$ cat config.mk
export PLATFORM = sky130hd
export DESIGN_NAME = instruction_decode
export DESIGN_NICKNAME = d
export VERILOG_FILES = /design/src/rtl/cpu_pkg.sv /design/src/rtl/id_regfile.sv /design/src/rtl/instruction_decode.sv
export SDC_FILE = /design/constraint.sdc
export NUM_CORES = 2
export LEC_CHECK = 0
export ABC_AREA = 1
export BUFFER_PORTS_ARGS = -buffer_cell sky130_fd_sc_hd__buf_2
export CELL_PAD_IN_SITES_DETAIL_PLACEMENT = 1
export CELL_PAD_IN_SITES_GLOBAL_PLACEMENT = 1
export CORE_ASPECT_RATIO = 0.8
export CORE_MARGIN = 2
export CORE_UTILIZATION = 49
export DETAILED_ROUTE_END_ITERATION = 7
export PLACE_DENSITY_LB_ADDON = 0.1
export SYNTH_ARGS = -nofsm -noshare
export SYNTH_HDL_FRONTEND = slang
export SYNTH_SLANG_ARGS = --single-unit
$ cat constraint.sdc
create_clock -name clk -period 88.6 [get_ports clk]
set_clock_uncertainty 0.05 [all_clocks]
set_input_delay 4.43 -clock clk [delete_from_list [all_inputs] [get_ports clk]]
set_output_delay 4.43 -clock clk [all_outputs]
set_load 0.01 [all_outputs]
$ cat src/rtl/cpu_pkg.sv
// cpu_pkg: shared decode constants for the 5-stage CPU.
// Holds opcode/funct encodings, the ALU operation enum and a
// sign-extension helper used by the decode stage.
package cpu_pkg;

  // Primary opcodes decoded by the ID stage (everything else is a NOP)
  localparam logic [5:0] OP_RTYPE = 6'd0;
  localparam logic [5:0] OP_J     = 6'd2;
  localparam logic [5:0] OP_BEQ   = 6'd4;
  localparam logic [5:0] OP_BNE   = 6'd5;
  localparam logic [5:0] OP_BGT   = 6'd7;
  localparam logic [5:0] OP_ADDI  = 6'd8;

  // R-type funct field values
  localparam logic [5:0] FN_MUL = 6'd24;
  localparam logic [5:0] FN_DIV = 6'd26;
  localparam logic [5:0] FN_ADD = 6'd32;
  localparam logic [5:0] FN_SUB = 6'd34;

  // ALU operation carried in the D/X register
  typedef enum logic [3:0] {
    ALU_NOP = 4'd0,
    ALU_ADD = 4'd1,
    ALU_SUB = 4'd2,
    ALU_MUL = 4'd3,
    ALU_DIV = 4'd4
  } alu_op_e;

  // Sign-extend a 16-bit immediate to 32 bits
  function automatic logic [31:0] sext16(input logic [15:0] v);
    return {{16{v[15]}}, v};
  endfunction

endpackage

$ cat src/rtl/id_regfile.sv
// id_regfile: register file owned by the decode stage.
// Two combinational read ports, one write port, r0 hardwired to zero,
// same-cycle write-to-read bypass, asynchronous clear on rst.
module id_regfile
  import cpu_pkg::*;
#(
  parameter int NREG = 32
) (
  input  logic        clk,
  input  logic        rst,
  input  logic [4:0]  ra1,
  input  logic [4:0]  ra2,
  output logic [31:0] rd1,
  output logic [31:0] rd2,
  input  logic        we,
  input  logic [4:0]  wa,
  input  logic [31:0] wd
);

  logic [31:0] regs_r [NREG];

  // Storage: cleared on reset, written on the clock edge; r0 never written
  always_ff @(posedge clk or posedge rst) begin
    if (rst) begin
      for (int i = 0; i < NREG; i++) begin
        regs_r[i] <= 32'd0;
      end
    end else if (we && (wa != 5'd0) && (32'(wa) < NREG)) begin
      regs_r[wa] <= wd;
    end else begin
      regs_r[0] <= 32'd0;
    end
  end

  // Read port 1: zero register, then writeback bypass, then storage
  always_comb begin
    rd1 = 32'd0;
    if ((ra1 == 5'd0) || (32'(ra1) >= NREG)) begin
      rd1 = 32'd0;
    end else if (we && (wa == ra1)) begin
      rd1 = wd;
    end else begin
      rd1 = regs_r[ra1];
    end
  end

  // Read port 2: same priority as port 1
  always_comb begin
    rd2 = 32'd0;
    if ((ra2 == 5'd0) || (32'(ra2) >= NREG)) begin
      rd2 = 32'd0;
    end else if (we && (wa == ra2)) begin
      rd2 = wd;
    end else begin
      rd2 = regs_r[ra2];
    end
  end

endmodule

$ cat src/rtl/instruction_decode.sv
// instruction_decode: ID stage of the 5-stage CPU.
// Decodes FD_IR, reads the register file, raises the jump request to
// fetch and loads the D/X pipeline register. Wrong-path instructions
// (bnoWB/jnoWB) become bubbles. Optional RAW hazard stall is built in
// when the macro ID_HAZARD_STALL_EN is defined; otherwise en is tied 1.
module instruction_decode
  import cpu_pkg::*;
#(
  parameter int NREG = 32
) (
  input  logic        clk,
  input  logic        rst,
  input  logic [31:0] FD_IR,
  input  logic [31:0] FD_PC,
  input  logic        bnoWB,
  input  logic        jnoWB,
  input  logic        wb_en,
  input  logic [4:0]  wb_addr,
  input  logic [31:0] wb_data,
  input  logic [4:0]  XM_rd,
  input  logic        XM_regwrite,
  output logic        jump,
  output logic [27:0] address,
  output logic        en,
  output logic [31:0] DX_PC,
  output logic [31:0] DX_A,
  output logic [31:0] DX_B,
  output logic [31:0] offset,
  output logic [31:0] DX_imm,
  output logic [4:0]  DX_rd,
  output logic        DX_regwrite,
  output logic [3:0]  DX_alu_op,
  output logic        DX_alusrc,
  output logic        beq,
  output logic        bne,
  output logic        bgt
);

  logic [5:0]  opcode_s;
  logic [4:0]  rs_s;
  logic [4:0]  rt_s;
  logic [4:0]  rd_s;
  logic [5:0]  funct_s;
  logic [31:0] imm_ext_s;
  logic        kill_s;
  logic        stall_s;
  logic        bubble_s;
  logic [31:0] rs_val_s;
  logic [31:0] rt_val_s;

  logic        dec_rw_s;
  logic [4:0]  dec_rd_s;
  alu_op_e     dec_op_s;
  logic        dec_src_s;
  logic        dec_beq_s;
  logic        dec_bne_s;
  logic        dec_bgt_s;
  logic        dec_j_s;
  logic        use_rs_s;
  logic        use_rt_s;
  logic [31:0] dec_a_s;
  logic [31:0] dec_b_s;

  assign opcode_s  = FD_IR[31:26];
  assign rs_s      = FD_IR[25:21];
  assign rt_s      = FD_IR[20:16];
  assign rd_s      = FD_IR[15:11];
  assign funct_s   = FD_IR[5:0];
  assign imm_ext_s = sext16(FD_IR[15:0]);
  assign kill_s    = bnoWB | jnoWB;
  assign bubble_s  = kill_s | stall_s;

  id_regfile #(.NREG(NREG)) u_regfile (
    .clk (clk),
    .rst (rst),
    .ra1 (rs_s),
    .ra2 (rt_s),
    .rd1 (rs_val_s),
    .rd2 (rt_val_s),
    .we  (wb_en),
    .wa  (wb_addr),
    .wd  (wb_data)
  );

  // Opcode decode; a killed instruction decodes as a NOP
  always_comb begin
    dec_rw_s  = 1'b0;
    dec_rd_s  = 5'd0;
    dec_op_s  = ALU_NOP;
    dec_src_s = 1'b0;
    dec_beq_s = 1'b0;
    dec_bne_s = 1'b0;
    dec_bgt_s = 1'b0;
    dec_j_s   = 1'b0;
    use_rs_s  = 1'b0;
    use_rt_s  = 1'b0;
    dec_a_s   = rs_val_s;
    dec_b_s   = rt_val_s;
    if (!kill_s) begin
      case (opcode_s)
        OP_RTYPE: begin
          case (funct_s)
            FN_MUL:  dec_op_s = ALU_MUL;
            FN_DIV:  dec_op_s = ALU_DIV;
            FN_ADD:  dec_op_s = ALU_ADD;
            FN_SUB:  dec_op_s = ALU_SUB;
            default: dec_op_s = ALU_NOP;
          endcase
          if (dec_op_s != ALU_NOP) begin
            dec_rw_s = 1'b1;
            dec_rd_s = rd_s;
            use_rs_s = 1'b1;
            use_rt_s = 1'b1;
          end else begin
            dec_rw_s = 1'b0;
          end
        end
        OP_J: begin
          dec_j_s = 1'b1;
        end
        OP_BEQ: begin
          dec_op_s  = ALU_SUB;
          dec_beq_s = 1'b1;
          use_rs_s  = 1'b1;
          use_rt_s  = 1'b1;
        end
        OP_BNE: begin
          dec_op_s  = ALU_SUB;
          dec_bne_s = 1'b1;
          use_rs_s  = 1'b1;
          use_rt_s  = 1'b1;
        end
        OP_BGT: begin
          // Swapped operands: rt - rs is negative exactly when rs > rt
          dec_op_s  = ALU_SUB;
          dec_bgt_s = 1'b1;
          use_rs_s  = 1'b1;
          use_rt_s  = 1'b1;
          dec_a_s   = rt_val_s;
          dec_b_s   = rs_val_s;
        end
        OP_ADDI: begin
          dec_op_s  = ALU_ADD;
          dec_src_s = 1'b1;
          dec_rw_s  = 1'b1;
          dec_rd_s  = rt_s;
          use_rs_s  = 1'b1;
        end
        default: begin
          dec_op_s = ALU_NOP;
        end
      endcase
    end else begin
      dec_op_s = ALU_NOP;
    end
  end

`ifdef ID_HAZARD_STALL_EN
  // RAW scoreboard: a used, non-zero source pending in D/X or X/M stalls
  always_comb begin
    stall_s = 1'b0;
    if (!kill_s &&
        ((use_rs_s && (rs_s != 5'd0) &&
          (((rs_s == DX_rd) && DX_regwrite) || ((rs_s == XM_rd) && XM_regwrite))) ||
         (use_rt_s && (rt_s != 5'd0) &&
          (((rt_s == DX_rd) && DX_regwrite) || ((rt_s == XM_rd) && XM_regwrite))))) begin
      stall_s = 1'b1;
    end else begin
      stall_s = 1'b0;
    end
  end
`else
  logic unused_xm_s;
  assign unused_xm_s = ^{XM_rd, XM_regwrite};
  assign stall_s     = 1'b0;
`endif

  assign jump    = (opcode_s == OP_J) & dec_j_s & ~kill_s & ~stall_s;
  assign address = {FD_IR[25:0], 2'b00};
  assign en      = ~stall_s;

  // D/X pipeline register: bubble on squash or stall, else load decode
  always_ff @(posedge clk or posedge rst) begin
    if (rst) begin
      DX_PC       <= 32'd0;
      DX_A        <= 32'd0;
      DX_B        <= 32'd0;
      offset      <= 32'd0;
      DX_imm      <= 32'd0;
      DX_rd       <= 5'd0;
      DX_regwrite <= 1'b0;
      DX_alu_op   <= ALU_NOP;
      DX_alusrc   <= 1'b0;
      beq         <= 1'b0;
      bne         <= 1'b0;
      bgt         <= 1'b0;
    end else if (bubble_s) begin
      DX_PC       <= 32'd0;
      DX_A        <= 32'd0;
      DX_B        <= 32'd0;
      offset      <= 32'd0;
      DX_imm      <= 32'd0;
      DX_rd       <= 5'd0;
      DX_regwrite <= 1'b0;
      DX_alu_op   <= ALU_NOP;
      DX_alusrc   <= 1'b0;
      beq         <= 1'b0;
      bne         <= 1'b0;
      bgt         <= 1'b0;
    end else begin
      DX_PC       <= FD_PC;
      DX_A        <= dec_a_s;
      DX_B        <= dec_b_s;
      offset      <= {imm_ext_s[29:0], 2'b00};
      DX_imm      <= imm_ext_s;
      DX_rd       <= dec_rd_s;
      DX_regwrite <= dec_rw_s;
      DX_alu_op   <= dec_op_s;
      DX_alusrc   <= dec_src_s;
      beq         <= dec_beq_s;
      bne         <= dec_bne_s;
      bgt         <= dec_bgt_s;
    end
  end

endmodule
Yosys cells after proc, flatten, opt, wreduce, memory -nomap -nowiden
Cells that the tools add are included.
{"block": "classes", "n_lt_le_gt_ge": 4, "eq_ne": 11, "mux": 42, "bitwise_logic": 7, "reduce_logical": 10}
{"operator": "1024-bit bitwise mux", "count": 1}
{"operator": "32-bit two-way mux", "count": 17}
{"operator": "32-bit binary-select mux with 5-bit select", "count": 2}
{"operator": "32-bit demux with 5-bit select", "count": 1}
{"operator": "6-bit by 3-bit == test with 1-bit output (second input constant)", "count": 3}
{"operator": "6-bit >= comparator (second input constant)", "count": 3}
{"operator": "5-bit NOT with 6-bit output", "count": 3}
{"operator": "6-bit by 5-bit == test with 1-bit output (second input constant)", "count": 2}
{"operator": "6-bit == test (second input constant)", "count": 2}
{"operator": "1-bit two-way mux", "count": 12}
{"operator": "4-bit two-way mux", "count": 3}
{"operator": "3-bit case mux with 4 select lines", "count": 1}
{"operator": "4-bit case mux with 3 select lines", "count": 1}
{"operator": "5-bit == test", "count": 2}
{"operator": "5-bit logical NOT", "count": 2}
{"operator": "5-bit two-way mux", "count": 2}
{"operator": "5-bit case mux with 2 select lines", "count": 1}
{"operator": "6-bit by 2-bit == test with 1-bit output (second input constant)", "count": 1}
{"operator": "6-bit by 4-bit == test with 1-bit output (second input constant)", "count": 1}
{"operator": "6-bit logical NOT", "count": 1}
{"operator": "6-bit by 1-bit less-than comparator with 1-bit output (second input constant)", "count": 1}
{"operator": "5-bit nonzero test", "count": 1}
{"operator": "1-bit logical AND", "count": 4}
{"operator": "4-bit nonzero test", "count": 1}
{"operator": "other kinds (5)", "count": 6}
{"block": "totals", "regBits": 1198, "in_bits": 112, "output_inout_bits": 204, "elab_cells": 118}

Longest topological paths before layout
{"block": "logic_depth", "depth_word": 8, "mapped_depth": 14, "ltp_nobuf": 11}

By module
Synthesis repeated with hierarchy kept, for this count alone.
{"block": "unflattened", "hier_cells": 9047, "area_unflattened_um2": 63802.4}
{"module": "id_regfile", "n_inst": 1, "cells_per_inst": 8399, "area_per_inst_um2": 58165.8, "seq_area_each_um2": 25624.6}
{"module": "instruction_decode", "n_inst": 1, "cells_per_inst": 648, "area_per_inst_um2": 5636.7, "seq_area_each_um2": 3128.0}

Least setup slack after synthesis
Ideal clock, no wire load.
{"block": "synth_timing", "path_kind": "input to output", "start": "in jnoWB", "end": "out jump", "t_arrival_ns": 5.295, "required_time_ns": 84.120, "path_slack_ns": 78.825, "path_stages": 4, "n_path_buf": 1, "cell_sequence": "nor2_1 > inv_2 > clkbuf_1 > nor4_1"}
{"block": "synth_via", "elab_chain_len": 4, "elab_cells_between_ends": 5, "cone_classes": "1 x mux; 4 x bitwise"}
{"element": "from (decl)", "line_no": "instruction_decode.sv:16", "text": "input logic jnoWB,"}
{"element": "1-bit bitwise OR *", "line_no": "instruction_decode.sv:70", "text": "assign kill_s = bnoWB | jnoWB;"}
{"element": "1-bit two-way mux", "line_no": "instruction_decode.sv:99", "text": "if (!kill_s) begin"}
{"element": "1-bit AND", "line_no": "instruction_decode.sv:178", "text": "assign jump = (opcode_s == OP_J) & dec_j_s & ~kill_s & ~stall_s;"}
{"element": "1-bit AND *", "line_no": "instruction_decode.sv:178"}
{"element": "to (decl)", "line_no": "instruction_decode.sv:22", "text": "output logic jump,"}
Mark *: on every way between the ends. The rest lies on a longest branch, timed or not.

Final worst setup path
Same ends and word-level chain as after synthesis.

==> flow_summary.json <==
{
  "run_status": "finished clean",
  "grt_max_degree": 217,
  "slew_violations": 0,
  "dpl_cell_area_um2": 66300,
  "drc": 0,
  "p_clk_share_pct": 36.0,
  "post-cts-setup-buffers": 0,
  "cp.arrival_ns": 5.80,
  "synth_edf_count": 0,
  "synth_common_cells": "nand2_1 (3207), nand3_1 (1556), dfrtp_1 (1149)",
  "hold_viol": 0,
  "antenna_found_initial": 26,
  "dr_total_vias": 68198,
  "cts_root_buffer": "clkbuf_16",
  "p_seq_share_pct": 42.5,
  "cp_common_cell": "buf_2",
  "cts_inserted_buffers": 131,
  "nNetsFinal": 9359,
  "seq_area_um2": 28800,
  "grt_pass1_vias": 68576,
  "synth_largest_area_cell": "dfrtp_1",
  "p_per_area_nw_per_um2": 22.2,
  "max_stage_delay_ns": 0.46,
  "worstHoldStart": "u_regfile.regs_r[84]",
  "total_power_mw": 1.57,
  "cp_num_buf_inv": 3,
  "slowest_stage": "inv_2",
  "htreeDepth": 4,
  "cp.depth": 5,
  "hold_end": "u_regfile.regs_r[84]",
  "fin_area_um2": 70600,
  "setup_viol": 0,
  "p_switching_mw": 0.519,
  "syn_avg_cell_area_um2": 6.81,
  "rows": 119,
  "synth_warnings": 0,
  "synth_most_common_cell": "nand2_1",
  "ys_types": 27,
  "async_reset_ff_share_pct": 100,
  "synthCells": 9525,
  "drtAntennaViolNets": 0,
  "multi_input_area_um2": 29100,
  "rrSetupSlack_ns": 86.00,
  "min_period_ns": 10.28,
  "max_freq_mhz": 97.3,
  "synth_ff_type": "dfrtp_1",
  "pin_count": 316,
  "portBuffers": 303,
  "path_class": "input port to output port",
  "yosysSeqAreaShare_pct": 44.4,
  "worst-r2r-cell-count": 10,
  "gr-usage-all-layers_pct": 42.1,
  "cpLargestDelayFamily": "buffers and inverters",
  "synth-seq-cells": 1149,
  "insertion_delay_ns": 0.80,
  "pwr-share-comb_pct": 21.5,
  "slew_headroom_pct": 5.96,
  "p_sw_share_pct": 33.1,
  "dr.pass1.iters": 6,
  "die_y_um": 329,
  "cts_hold_buf": 0,
  "synth_area_um2": 64800,
  "clk_pin_slew_ns": 0.06,
  "worstPathMaxFanout": 53,
  "cts_tree": "built",
  "period_share_pct": 11.6,
  "post_drt_wl_per_cell_um": 26.0,
  "n_fill_cell": 17144,
  "vias_per_cell": 6.14,
  "routabilityCongestion": 0.865,
  "core_um2": 131000,
  "finalWirelength_um": 288000,
  "min_path_cells": 2,
  "reg2reg_to": "DX_B[18]",
  "end_kind": "output port",
  "die_x_um": 411,
  "area_growth_pct": 8.91,
  "rsz0062_at_grt": "false",
  "cp-start-kind": "input port",
  "netlist.area_leader.share_pct": 44.4,
  "peakVddDrop_mv": 0.0232,
  "dp_hpwl_um": 161000,
  "initialDrtViolationCount": 8292,
  "hold_path.class": "flip-flop to flip-flop",
  "r2r_start": "u_regfile.regs_r[818]",
  "drv_cap": 0,
  "crit_chain": "buf_2 > nor2_1 > inv_2 > nor4_1 > buf_2",
  "drive_gt1_share_pct": 7.42,
  "clock_path_buffers": 3,
  "grt_overflow": 0,
  "clkSinkCount": 1149,
  "critPathRequiredTime_ns": 84.12,
  "intPower_mw": 1.05,
  "die_area_um2": 135000,
  "worst_pin_slew_ns": 1.40,
  "start_util_pct": 49.3,
  "ctsResizeCount": 0,
  "grt_pass1_wl_um": 430000,
  "p_leak_nw": 36.4,
  "synth.top_cells.by_area": "dfrtp_1 (44%), nand2_1 (19%), nand3_1 (12%)",
  "fin_setup_tns_ns": 0
}
## power groups by stage
| stage | logic (mW) | clock network, mW | registers (mW) |
|---|---|---|---|
| after global placement | 0.305 | 0 | 0.667 |
| after detailed placement | 0.325 | 0 | 0.672 |
| final | 0.336 | 0.564 | 0.667 |
| after global routing | 0.378 | 0.586 | 0.676 |
| after CTS | 0.330 | 0.567 | 0.664 |
| after floorplan | 0.233 | 0 | 0.664 |
## sequential cells by signal, summed over array words and instances (netlist names)
register          cells
u_regfile.regs_r   1024
DX_A                 32
DX_B                 32
DX_PC                32
DX_imm               16
DX_rd                 5
DX_alu_op             3
DX_alusrc             1
DX_regwrite           1
beq                   1
bgt                   1
bne                   1
## routing by layer
metal	track usage (%)	vias up	part of all wire (%)
li1	-	29570	-
met1	56.2	33911	40
met2	63.8	3835	43
met3	11.7	860	12
met4	18.9	22	4.7
met5	0	-	0.049
## per-stage QoR
stage	hold slack [ns]	setup slack, ns	std cells	utilization (%)
after floorplan	0.403	51.76	9529	-
after global placement	0.416	78.31	10868	50.4
after detailed placement	0.423	78.28	10868	50.4
after CTS	0.437	78.30	11095	53.7
after global routing	0.456	78.14	11097	53.7
final	0.432	78.32	11105	53.7
## tightest hold or removal path, stage by stage (launching register included)
cell	delay [ns]
dfrtp_1	0.34
nand2_1	0.05
o21ai_0	0.06
## worst max-delay path by stage
stage,from,endpoint,slack (ns)
CTS,jnoWB,jump,78.30
global placement,jnoWB,jump,78.31
finish,jnoWB,jump,78.32
detailed placement,jnoWB,jump,78.28
global route,jnoWB,jump,78.14
floorplan,rst,DX_A[0],51.76
## cell usage in the layout (no fill, tap or decap), types with 3 or more instances in the layout
master / netlist / final
dfrtp_1: 1149 / 1149
inv_2: 13 / 11
buf_4: 78 / 95
or2_2: 22 / 22
buf_12: 0 / 9
clkbuf_8: 0 / 25
nor3_2: 8 / 9
o22ai_1: 3 / 3
o21ai_1: 198 / 198
nor4_1: 4 / 3
nand2_1: 3207 / 3180
nand2_4: 0 / 21
nor2_4: 0 / 9
o211ai_1: 131 / 131
conb_1: 2 / 6
buf_2: 136 / 296
clkbuf_16: 0 / 139
bufinv_16: 0 / 8
buf_8: 0 / 4
inv_8: 0 / 5
inv_1: 978 / 973
inv_6: 0 / 5
o21ai_0: 946 / 946
nand2_2: 0 / 6
clkinv_2: 0 / 20
a21oi_1: 89 / 89
nor2_1: 375 / 370
nor3_1: 10 / 9
clkbuf_1: 521 / 29
diode_2: 0 / 10
nand3_1: 1556 / 1556
## kinds of logic after synthesis
family	Yosys count	synth area share, %
buffers and inverters	1814	11.2
and+or+nand+nor	5192	33.3
AOI/OAI and AO/OA	1368	11.1
DFF	1149	44.4
other	2	0.0116
## cell type report
| cell class | instances | share of cell area, % |
|---|---|---|
| Antenna cell | 10 | 0.0354 |
| Clock inverter | 34 | 0.553 |
| Clock buffer | 193 | 5.57 |
| Multi-Input combinational cell | 6566 | 41.2 |
| Timing Repair Buffer | 406 | 3.48 |
| Sequential cell | 1149 | 40.7 |
| Inverter | 993 | 5.35 |
| Tap cell | 1754 | 3.11 |
(Power assumes the default switching activity.)
